===== src/rtl/rf_alu_pkg.sv =====
// rf_alu_pkg: shared ALU opcode, load-immediate mode and PSW definitions.
package rf_alu_pkg;

   typedef enum logic [2:0] {
      ALU_MOV, ALU_ADD, ALU_ADC, ALU_SUB, ALU_SBB, ALU_AND, ALU_OR, ALU_XOR
   } alu_op_e;

   typedef enum logic [1:0] {LI_NONE, LI_LLI, LI_LHI, LI_RSV} li_mode_e;

   typedef struct packed {
      logic c;
      logic z;
      logic n;
      logic v;
   } psw_t;

endpackage


===== src/rtl/alu_core.sv =====
// alu_core: combinational ALU producing result, carry/borrow and signed overflow.
module alu_core
   import rf_alu_pkg::*;
#(
   parameter int DATA_W = 16
) (
   input  logic [DATA_W-1:0] a_i,
   input  logic [DATA_W-1:0] b_i,
   input  logic              cin_i,
   input  alu_op_e           op_i,
   output logic [DATA_W-1:0] y_o,
   output logic              c_o,
   output logic              v_o
);

   localparam int M = DATA_W - 1;

   logic              ci;
   logic [DATA_W:0]   add_w;
   logic [DATA_W:0]   sub_w;

   assign ci    = (op_i == ALU_ADC || op_i == ALU_SBB) & cin_i;
   assign add_w = {1'b0, a_i} + {1'b0, b_i} + {{DATA_W{1'b0}}, ci};
   // the extra top bit of the widened difference is the borrow
   assign sub_w = {1'b0, a_i} - {1'b0, b_i} - {{DATA_W{1'b0}}, ci};

   always_comb begin
      y_o = a_i;
      c_o = 1'b0;
      v_o = 1'b0;
      case (op_i)
         ALU_ADD, ALU_ADC: begin
            y_o = add_w[M:0];
            c_o = add_w[DATA_W];
            v_o = (a_i[M] == b_i[M]) && (add_w[M] != a_i[M]);
         end
         ALU_SUB, ALU_SBB: begin
            y_o = sub_w[M:0];
            c_o = sub_w[DATA_W];
            v_o = (a_i[M] != b_i[M]) && (sub_w[M] != a_i[M]);
         end
         ALU_AND: y_o = a_i & b_i;
         ALU_OR:  y_o = a_i | b_i;
         ALU_XOR: y_o = a_i ^ b_i;
         default: y_o = a_i;
      endcase
   end

endmodule


===== src/rtl/regfile_alu_pipe.sv =====
// regfile_alu_pipe: register file with write-first bypass feeding a two-stage
// EXE/RES ALU pipeline with valid/ready handshakes and a PSW.
module regfile_alu_pipe
   import rf_alu_pkg::*;
#(
   parameter int  DATA_W = 16,
   parameter int  REG_N  = 8,
   parameter int  IMM_W  = 5,
   localparam int AW     = $clog2(REG_N)
) (
   input  logic              clk,
   input  logic              Reset,
   input  logic              id_valid,
   output logic              id_ready,
   input  logic [AW-1:0]     ra_addr,
   input  logic [AW-1:0]     rb_addr,
   input  logic [AW-1:0]     rd_addr,
   input  logic [IMM_W-1:0]  imm,
   input  logic [DATA_W/2-1:0] li_imm,
   input  logic              OprandB,
   input  logic [1:0]        LI,
   input  logic [2:0]        ALUop,
   input  logic              Flag,
   input  logic              WBRF,
   input  logic [AW-1:0]     wb_addr,
   input  logic [DATA_W-1:0] WBData,
   output logic [DATA_W-1:0] OutR,
   output logic              res_valid,
   input  logic              res_ready,
   output logic [DATA_W-1:0] Sum,
   output logic [DATA_W-1:0] IL_EXE,
   output logic [DATA_W-1:0] StData,
   output logic              C,
   output logic              Z,
   output logic              N,
   output logic              V
);

   localparam int HW = DATA_W / 2;

   logic [DATA_W-1:0] rf_q [REG_N];
   logic [DATA_W-1:0] a_q, b_q, d_q;
   alu_op_e           op_q;
   li_mode_e          li_q;
   logic              flag_q;
   logic [HW-1:0]     lim_q;
   logic              ex_valid_q, ex_valid_d;
   logic              res_valid_q, res_valid_d;
   logic [DATA_W-1:0] sum_q, il_q, st_q, il_d;
   psw_t              psw_q, psw_d;

   logic              we, cap, ex_adv, alu_c, alu_v;
   logic [DATA_W-1:0] ra_v, rb_v, rd_v, b_sel, alu_y;

   // a write during reset is dropped, so it must not bypass either
   assign we   = WBRF & ~Reset;
   assign ra_v = (we && wb_addr == ra_addr) ? WBData : rf_q[ra_addr];
   assign rb_v = (we && wb_addr == rb_addr) ? WBData : rf_q[rb_addr];
   assign rd_v = (we && wb_addr == rd_addr) ? WBData : rf_q[rd_addr];
   assign b_sel = OprandB ? {{(DATA_W-IMM_W){1'b0}}, imm} : rb_v;

   assign ex_adv   = ex_valid_q & (~res_valid_q | res_ready);
   assign id_ready = ~Reset & (~ex_valid_q | ~res_valid_q | res_ready);
   assign cap      = id_valid & id_ready;

   alu_core #(.DATA_W(DATA_W)) u_alu (
      .a_i   (a_q),
      .b_i   (b_q),
      .cin_i (psw_q.c),
      .op_i  (op_q),
      .y_o   (alu_y),
      .c_o   (alu_c),
      .v_o   (alu_v)
   );

   always_comb begin
      ex_valid_d  = cap | (ex_valid_q & ~ex_adv);
      res_valid_d = ex_adv | (res_valid_q & ~res_ready);
      il_d        = li_q == LI_LLI ? {{HW{1'b0}}, lim_q} :
                    li_q == LI_LHI ? {lim_q, d_q[HW-1:0]} : '0;
      psw_d       = flag_q ? {alu_c, ~|alu_y, alu_y[DATA_W-1], alu_v} : psw_q;
   end

   always_ff @(posedge clk) begin
      if (Reset) begin
         rf_q        <= '{default: '0};
         ex_valid_q  <= 1'b0;
         res_valid_q <= 1'b0;
         sum_q       <= '0;
         il_q        <= '0;
         st_q        <= '0;
         psw_q       <= '0;
      end else begin
         if (we) rf_q[wb_addr] <= WBData;
         ex_valid_q  <= ex_valid_d;
         res_valid_q <= res_valid_d;
         if (ex_adv) begin
            sum_q <= alu_y;
            il_q  <= il_d;
            st_q  <= d_q;
            psw_q <= psw_d;
         end
      end
   end

   always_ff @(posedge clk) begin
      if (cap) begin
         a_q    <= ra_v;
         b_q    <= b_sel;
         d_q    <= rd_v;
         op_q   <= alu_op_e'(ALUop);
         li_q   <= li_mode_e'(LI);
         flag_q <= Flag;
         lim_q  <= li_imm;
      end
   end

   assign OutR      = ra_v;
   assign res_valid = res_valid_q;
   assign Sum       = sum_q;
   assign IL_EXE    = il_q;
   assign StData    = st_q;
   assign C         = psw_q.c;
   assign Z         = psw_q.z;
   assign N         = psw_q.n;
   assign V         = psw_q.v;

endmodule

===== config.mk =====
export PLATFORM = sky130hd
export DESIGN_NAME = regfile_alu_pipe
export DESIGN_NICKNAME = d
export VERILOG_FILES = /design/src/rtl/rf_alu_pkg.sv /design/src/rtl/alu_core.sv /design/src/rtl/regfile_alu_pipe.sv
export SDC_FILE = /design/constraint.sdc
export NUM_CORES = 1
export LEC_CHECK = 0
export CAP_MARGIN = 10
export CORE_MARGIN = 4
export CORE_UTILIZATION = 55
export DETAILED_ROUTE_END_ITERATION = 12
export PLACE_DENSITY_LB_ADDON = 0.15
export SYNTH_ARGS = -nofsm -noshare
export SYNTH_HDL_FRONTEND = slang
export SYNTH_HIERARCHICAL = 1
export SYNTH_SLANG_ARGS = --single-unit

===== constraint.sdc =====
create_clock -name clk -period 5.7 [get_ports clk]
set_clock_uncertainty 0.05 [all_clocks]
set_input_delay 0.57 -clock clk [delete_from_list [all_inputs] [get_ports clk]]
set_output_delay 0.57 -clock clk [all_outputs]
set_load 0.01 [all_outputs]

* After elaboration in Yosys (flattened, before gate mapping)
Index checks and enable logic that the tools add are counted.
** Word-level totals
- Word-level logic and storage cells :: 107
- Register bits :: 244
** Operators by class
- Bitwise gates (word level) :: 24
- Muxes and demuxes :: 21
- Equality and inequality tests :: 16
- Reductions and logical operators :: 12
- Order comparisons :: 5
- Add/subtract/negate cells :: 4
** Operators with widths (count)
- two-way mux 16 bit :: 12
- binary-select mux 16 bit (select 3 bit) :: 3
- bitwise mux 128 bit :: 1
- case mux 16 bit (5 select lines) :: 1
- demux 16 bit (select 3 bit) :: 1
- adder 16 x 16 -> 17 bit :: 1
- adder 17 x 1 -> 17 bit :: 1
- subtractor 16 x 16 -> 17 bit :: 1
- subtractor 17 x 1 -> 17 bit :: 1
- bitwise AND 16 bit :: 1
- >= comparator 4 bit (second input constant) :: 4
- inverter 3 -> 4 bit :: 4
- OR 16 bit :: 1
- OR reduction 16 bit :: 1
- XOR 16 bit :: 1
- equality test 3 bit (second input constant) :: 4
- equality test 3 bit :: 3
- bitwise AND 1 bit :: 7
- equality test 3 x 2 -> 1 bit (second input constant) :: 2
- logical AND 1 bit :: 6
- two-way mux 5 bit :: 1
- inverter 1 bit :: 5
- OR 1 bit :: 5
- < comparator 4 x 1 -> 1 bit (second input constant) :: 1
- 10 further kinds :: 14

* Longest topological paths before layout
- Word-level depth :: 7
- Depth in mapped cells :: 19

* Hierarchy
Netlist, hierarchy kept.
** Modules (own cells, without submodules)
- regfile_alu_pipe :: seq. area each 5505.3 sq um, instances 1, area each 11923.9 sq um, cells each 1161
- alu_core :: seq. area each 0.0 sq um, instances 1, area each 2929.1 sq um, cells each 406

* Worst setup path before layout
OpenSTA, ideal clock, no wires.
- Kind :: register to register
- Start point :: register op_q[1]
- End point :: register psw_q, in the netlist Z
- Setup time :: 0.071 ns
- Path buffers :: 2
- Setup slack :: 1.603 ns
- Clock period less this slack :: 4.097 ns
- Data arrival time :: 3.976 ns
- Cell stages (with the launch flop) :: 20
- Path through :: edfxtp_1 -> clkbuf_1 -> clkbuf_1 -> xor2_1 -> nand3b_1 -> inv_1 -> fa_1 -> inv_1 -> ha_1 -> o21a_1 -> o31ai_2 -> a21o_1 -> o21ai_1 -> xor2_1 -> a222oi_1 -> o21ai_1 -> nor4_1 -> nand4_1 -> or2_2 -> a21oi_1
** On the way
- Longest elaborated chain between the ends :: 7
- Elaborated cells between the ends (all ways) :: 16
- Those cells by class :: add/sub: 2; eq/ne: 7; mux: 1; bitwise: 1; reduce/logical: 5
** Ends and longest elaborated chain
- start: declaration :: RTL line regfile_alu_pipe.sv:43 : alu_op_e op_q;
- start signal: assignment :: RTL line regfile_alu_pipe.sv:111 : op_q <= alu_op_e'(ALUop);
- equality test 3 x 2 -> 1 bit or equality test 3 bit (tied branches) :: RTL line alu_core.sv:22, alu_core.sv:31
- logical OR 1 bit :: RTL line alu_core.sv:22 : assign ci = (op_i == ALU_ADC || op_i == ALU_SBB) & cin_i;
- bitwise AND 1 bit :: RTL line alu_core.sv:22
- subtractor 17 x 1 -> 17 bit or adder 17 x 1 -> 17 bit (tied branches) :: RTL line alu_core.sv:25, alu_core.sv:23
- case mux 16 bit (5 select lines) (*) :: RTL line alu_core.sv:31 : case (op_i)
- net alu_y[15] :: RTL line regfile_alu_pipe.sv:53 : logic [DATA_W-1:0] ra_v, rb_v, rd_v, b_sel, alu_y;
- OR reduction 16 bit (*) :: RTL line regfile_alu_pipe.sv:81 : psw_d = flag_q ? {alu_c, ~|alu_y, alu_y[DATA_W-1], alu_v} : psw_q;
- zero test 1 bit (*) :: RTL line regfile_alu_pipe.sv:81
- end signal: assignment :: RTL line regfile_alu_pipe.sv:101 : psw_q <= psw_d;
- end: declaration :: RTL line regfile_alu_pipe.sv:50 : psw_t psw_q, psw_d;
The timed path passes the listed nets; every way through them passes the cells marked *.
A chain may end at the register's enable or synchronous reset.

* Worst setup path in the final report
- Start point :: input wb_addr[2]
- End point :: output OutR[12]
** On the way
- Longest elaborated chain between the ends :: 3
** Ends and longest elaborated chain
- start: declaration :: RTL line regfile_alu_pipe.sv:25 : input logic [AW-1:0] wb_addr,
- equality test 3 bit :: RTL line regfile_alu_pipe.sv:57 : assign ra_v = (we && wb_addr == ra_addr) ? WBData : rf_q[ra_addr];
- logical AND 1 bit :: RTL line regfile_alu_pipe.sv:57
- two-way mux 16 bit :: RTL line regfile_alu_pipe.sv:57
- end: declaration :: RTL line regfile_alu_pipe.sv:27 : output logic [DATA_W-1:0] OutR,
Every way passes these cells.

==> impl_metrics.py <==
metrics = {
    "final_layout": {
        "nNetsFinal": 1734,
        "area_delta_synth_final_pct": 15.1,
        "finalNonFillerCells": 1973,
        "final_util_pct": 65.1,
        "drive_above_1_share_pct": 13.3,
        "fin_area_mm2": 0.0171,
        "fillCellCount": 2205,
        "n_antenna_cell": 0,
    },
    "sta": {
        "fmax_ghz": 0.230,
        "fin_crit_sh_pct": 76.3,
        "min_period_ns": 4.35,
        "setup_viol": 0,
        "tns_ns": 0,
        "relSlewSlack_pct": 23.7,
        "hold_viol_final": 0,
        "rsz0062_at_grt": "false",
        "drv_slew": 0,
        "tightestPinTransition_ns": 1.14,
    },
    "synth": {
        "ys_seq_elements": 244,
        "synth-edff-count": 62,
        "syn-num-nets": 1686,
        "syn_avg_cell_area_um2": 9.48,
        "yosysSeqAreaShare_pct": 37.1,
        "yosys.area.top_type": "dfxtp_1",
        "ys_types": 73,
        "yosys.area_share.simple_pct": 14.0,
        "synth_flop_cell": "dfxtp_1",
        "synth_mux_area_share_pct": 21.2,
        "synth_top_family_by_area": "multiplexers",
        "synthCells": 1567,
        "ys_top_cells_by_count": "nand2_1, dfxtp_1, a21oi_1, mux4_2, mux2i_1",
        "synthesis.area_mm2": 0.0149,
        "synthArstFlopShare_pct": 0,
        "synthXorXnorAreaFrac_pct": 1.77,
        "synth.top_cell.area_share_pct": 24.5,
        "synth_most_common_cell": "nand2_1",
        "synth_compound_area_share_pct": 14.7,
        "synthAdderAreaFrac_pct": 5.76,
        "synth.top_cells.by_area": "dfxtp_1, mux4_2, edfxtp_1",
        "yosysWarnings": 6,
    },
    "global_route": {
        "grt_pass1_wl_mm": 68.8,
        "first_global_vias": 11800,
        "grt-ovfl-total": 0,
        "grtUsageTotal_pct": 30.0,
        "grt_max_degree": 166,
        "antenna_found_initial": 1,
    },
    "clock_network": {
        "cts_root_buffer": "clkbuf_16",
        "cts_max_level": 1,
        "hold_buffers": 0,
        "clkSinkCount": 244,
        "cts_tree": "yes",
        "ctsResizeCount": 0,
        "cts_buffers": 29,
        "clk_path_buf_depth": 3,
        "post_cts_buffers": 0,
        "clk_pin_slew_ns": 0.05,
        "insertion_delay_ns": 0.57,
    },
    "floorplan": {
        "core_mm2": 0.0263,
        "initial_utilization_pct": 56.5,
        "num_rows": 59,
        "num_io_pins": 123,
        "die-area_mm2": 0.0297,
        "die_w_um": 172,
        "die_y_um": 172,
    },
    "critical_path": {
        "r2r_cells": 18,
        "ff2ff_setup_slack_ns": 1.51,
        "cp.arrival_ns": 3.73,
        "crit_path_end": "OutR[12]",
        "worstSetupPathType": "in -> out",
        "critPathLaunchType": "input port",
        "required_ns": 5.08,
        "r2r_end": "Z",
        "r2r_start": "op_q[2]",
        "critPathMaxFanout": 22,
        "cp-end-kind": "output port",
        "critPathLaunch": "wb_addr[2]",
    },
    "power_and_ir_drop": {
        "power.switching_mw": 1.15,
        "p_leak_nw": 6.22,
        "power.internal_mw": 3.15,
        "comb_power_share_pct": 14.5,
        "p_clk_share_pct": 42.4,
        "p_seq_share_pct": 43.1,
        "swShare_pct": 26.8,
        "ir_drop_mv": 0.238,
        "p_per_area_mw_per_mm2": 252,
        "power_mw": 4.31,
    },
    "detailed_routing": {
        "avgViaCountPerCell": 6.30,
        "dr.pass1.iters": 5,
        "ant_nets": 0,
        "vias": 12400,
        "met3_length_mm": 3.71,
        "drc": 0,
        "met2WireLength_mm": 22.3,
        "finalWirelength_mm": 45.7,
        "top_layer_used": "met5",
        "drt_iter0_drc": 1419,
        "wl_per_cell_um": 23.2,
        "met1_length_mm": 17.9,
    },
    "placement": {
        "dp_hpwl_mm": 30.9,
        "placed_area_mm2": 0.0162,
        "io_buffers": 122,
        "place.gp.congestion": 0.954,
        "dp_cells": 1919,
    },
    "job": {
        "drv_cap": 0,
    },
    "worst_hold_path": {
        "min_from": "Reset",
        "hold_path_class": "in -> reg",
    },
    "outcome": {
        "status": "finished clean",
    },
}
==> layout make-up <==
| cell class | instances | area [um^2] | share of cell area [%] |
|---|---|---|---|
| multi-input combinational | 1128 | 8570 | 50.1 |
| clock buffer | 48 | 898 | 5.25 |
| sequential | 244 | 5510 | 32.2 |
| timing repair buffer | 151 | 1430 | 8.35 |
| tap | 335 | 419 | 2.45 |
| inverter | 61 | 229 | 1.34 |
| clock inverter | 6 | 53.8 | 0.315 |
==> worst max-delay path: stages <==
cell,delay (ns)
clkdlybuf4s50_1,0.84
xor2_1,0.20
nor4_4,0.87
buf_4,0.31
nand2_1,0.06
o21ai_0,0.23
clkdlybuf4s50_1,0.64
==> cells in the final DEF, fill, tap and decap left out, types with 7 or more instances in the layout <==
cell and n:
clkdlybuf4s50_1 117, mux4_2 96, dfxtp_1 182, nand2_1 315, buf_4 29, xor2_1 14, mux2i_1 92, a21oi_1 167
clkbuf_16 30, edfxtp_1 62, nand3_1 21, ha_1 62, a221oi_1 14, inv_1 61, a211oi_2 12, nor2_1 81
xnor2_1 16, nand2b_1 7, o21ai_0 67, nor3_1 19, nor2b_1 8, clkbuf_1 10, o21ai_1 10, a22o_1 17
clkbuf_8 8
==> through the flow <==
step / hold slack, ns / setup WS (ns)
after global placement: 0.390 / 1.40
after CTS: 0.329 / 1.38
after global routing: 0.349 / 1.19
final: 0.344 / 1.35
after detailed placement: 0.397 / 1.36
after floorplan: 0.403 / 1.60
==> routing by layer <==
layer  GRT usage, %  vias up
met5              0        -
met4           10.9        2
met3           3.91      120
met2           50.6      591
met1           39.8     6015
li1               -     5704
==> flip-flops by register name, indices dropped and copies added (netlist names), 2 cells and up <==
| signal | cells |
|---|---|
| rf_q | 128 |
| op_q | 3 |
| a_q | 16 |
| IL_EXE | 16 |
| d_q | 16 |
| li_q | 2 |
| StData | 16 |
| Sum | 16 |
| b_q | 16 |
| lim_q | 8 |
==> kinds of logic (layout without fill, tap and decap cells) <==
kind of cell / Yosys count / in the layout
compound gates: 347 / 347
xor+xnor: 30 / 30
fa+ha+maj: 66 / 66
buf+inv: 195 / 266
flops: 244 / 244
mux: 194 / 194
simple gates: 491 / 491
==> worst min-delay path by stage <==
stage | to | depth (start not counted) | slack (ns)
finish | rf_q[64] | 2 | 0.34
floorplan | rf_q[21] | 2 | 0.40
global placement | IL_EXE[11] | 2 | 0.39
global route | rf_q[64] | 2 | 0.35
detailed placement | IL_EXE[11] | 2 | 0.40
CTS | rf_q[64] | 2 | 0.33
==> power groups by stage <==
| stage | Sequential, mW | Clock [mW] | Combinational (mW) |
|---|---|---|---|
| finish | 1.86 | 1.83 | 0.624 |
| global route | 1.86 | 1.92 | 0.669 |
| CTS | 1.86 | 1.84 | 0.617 |
| detailed placement | 1.89 | 0 | 0.614 |
| global placement | 1.89 | 0 | 0.609 |
| floorplan | 1.89 | 0 | 0.404 |
(Power assumes the default switching activity.)
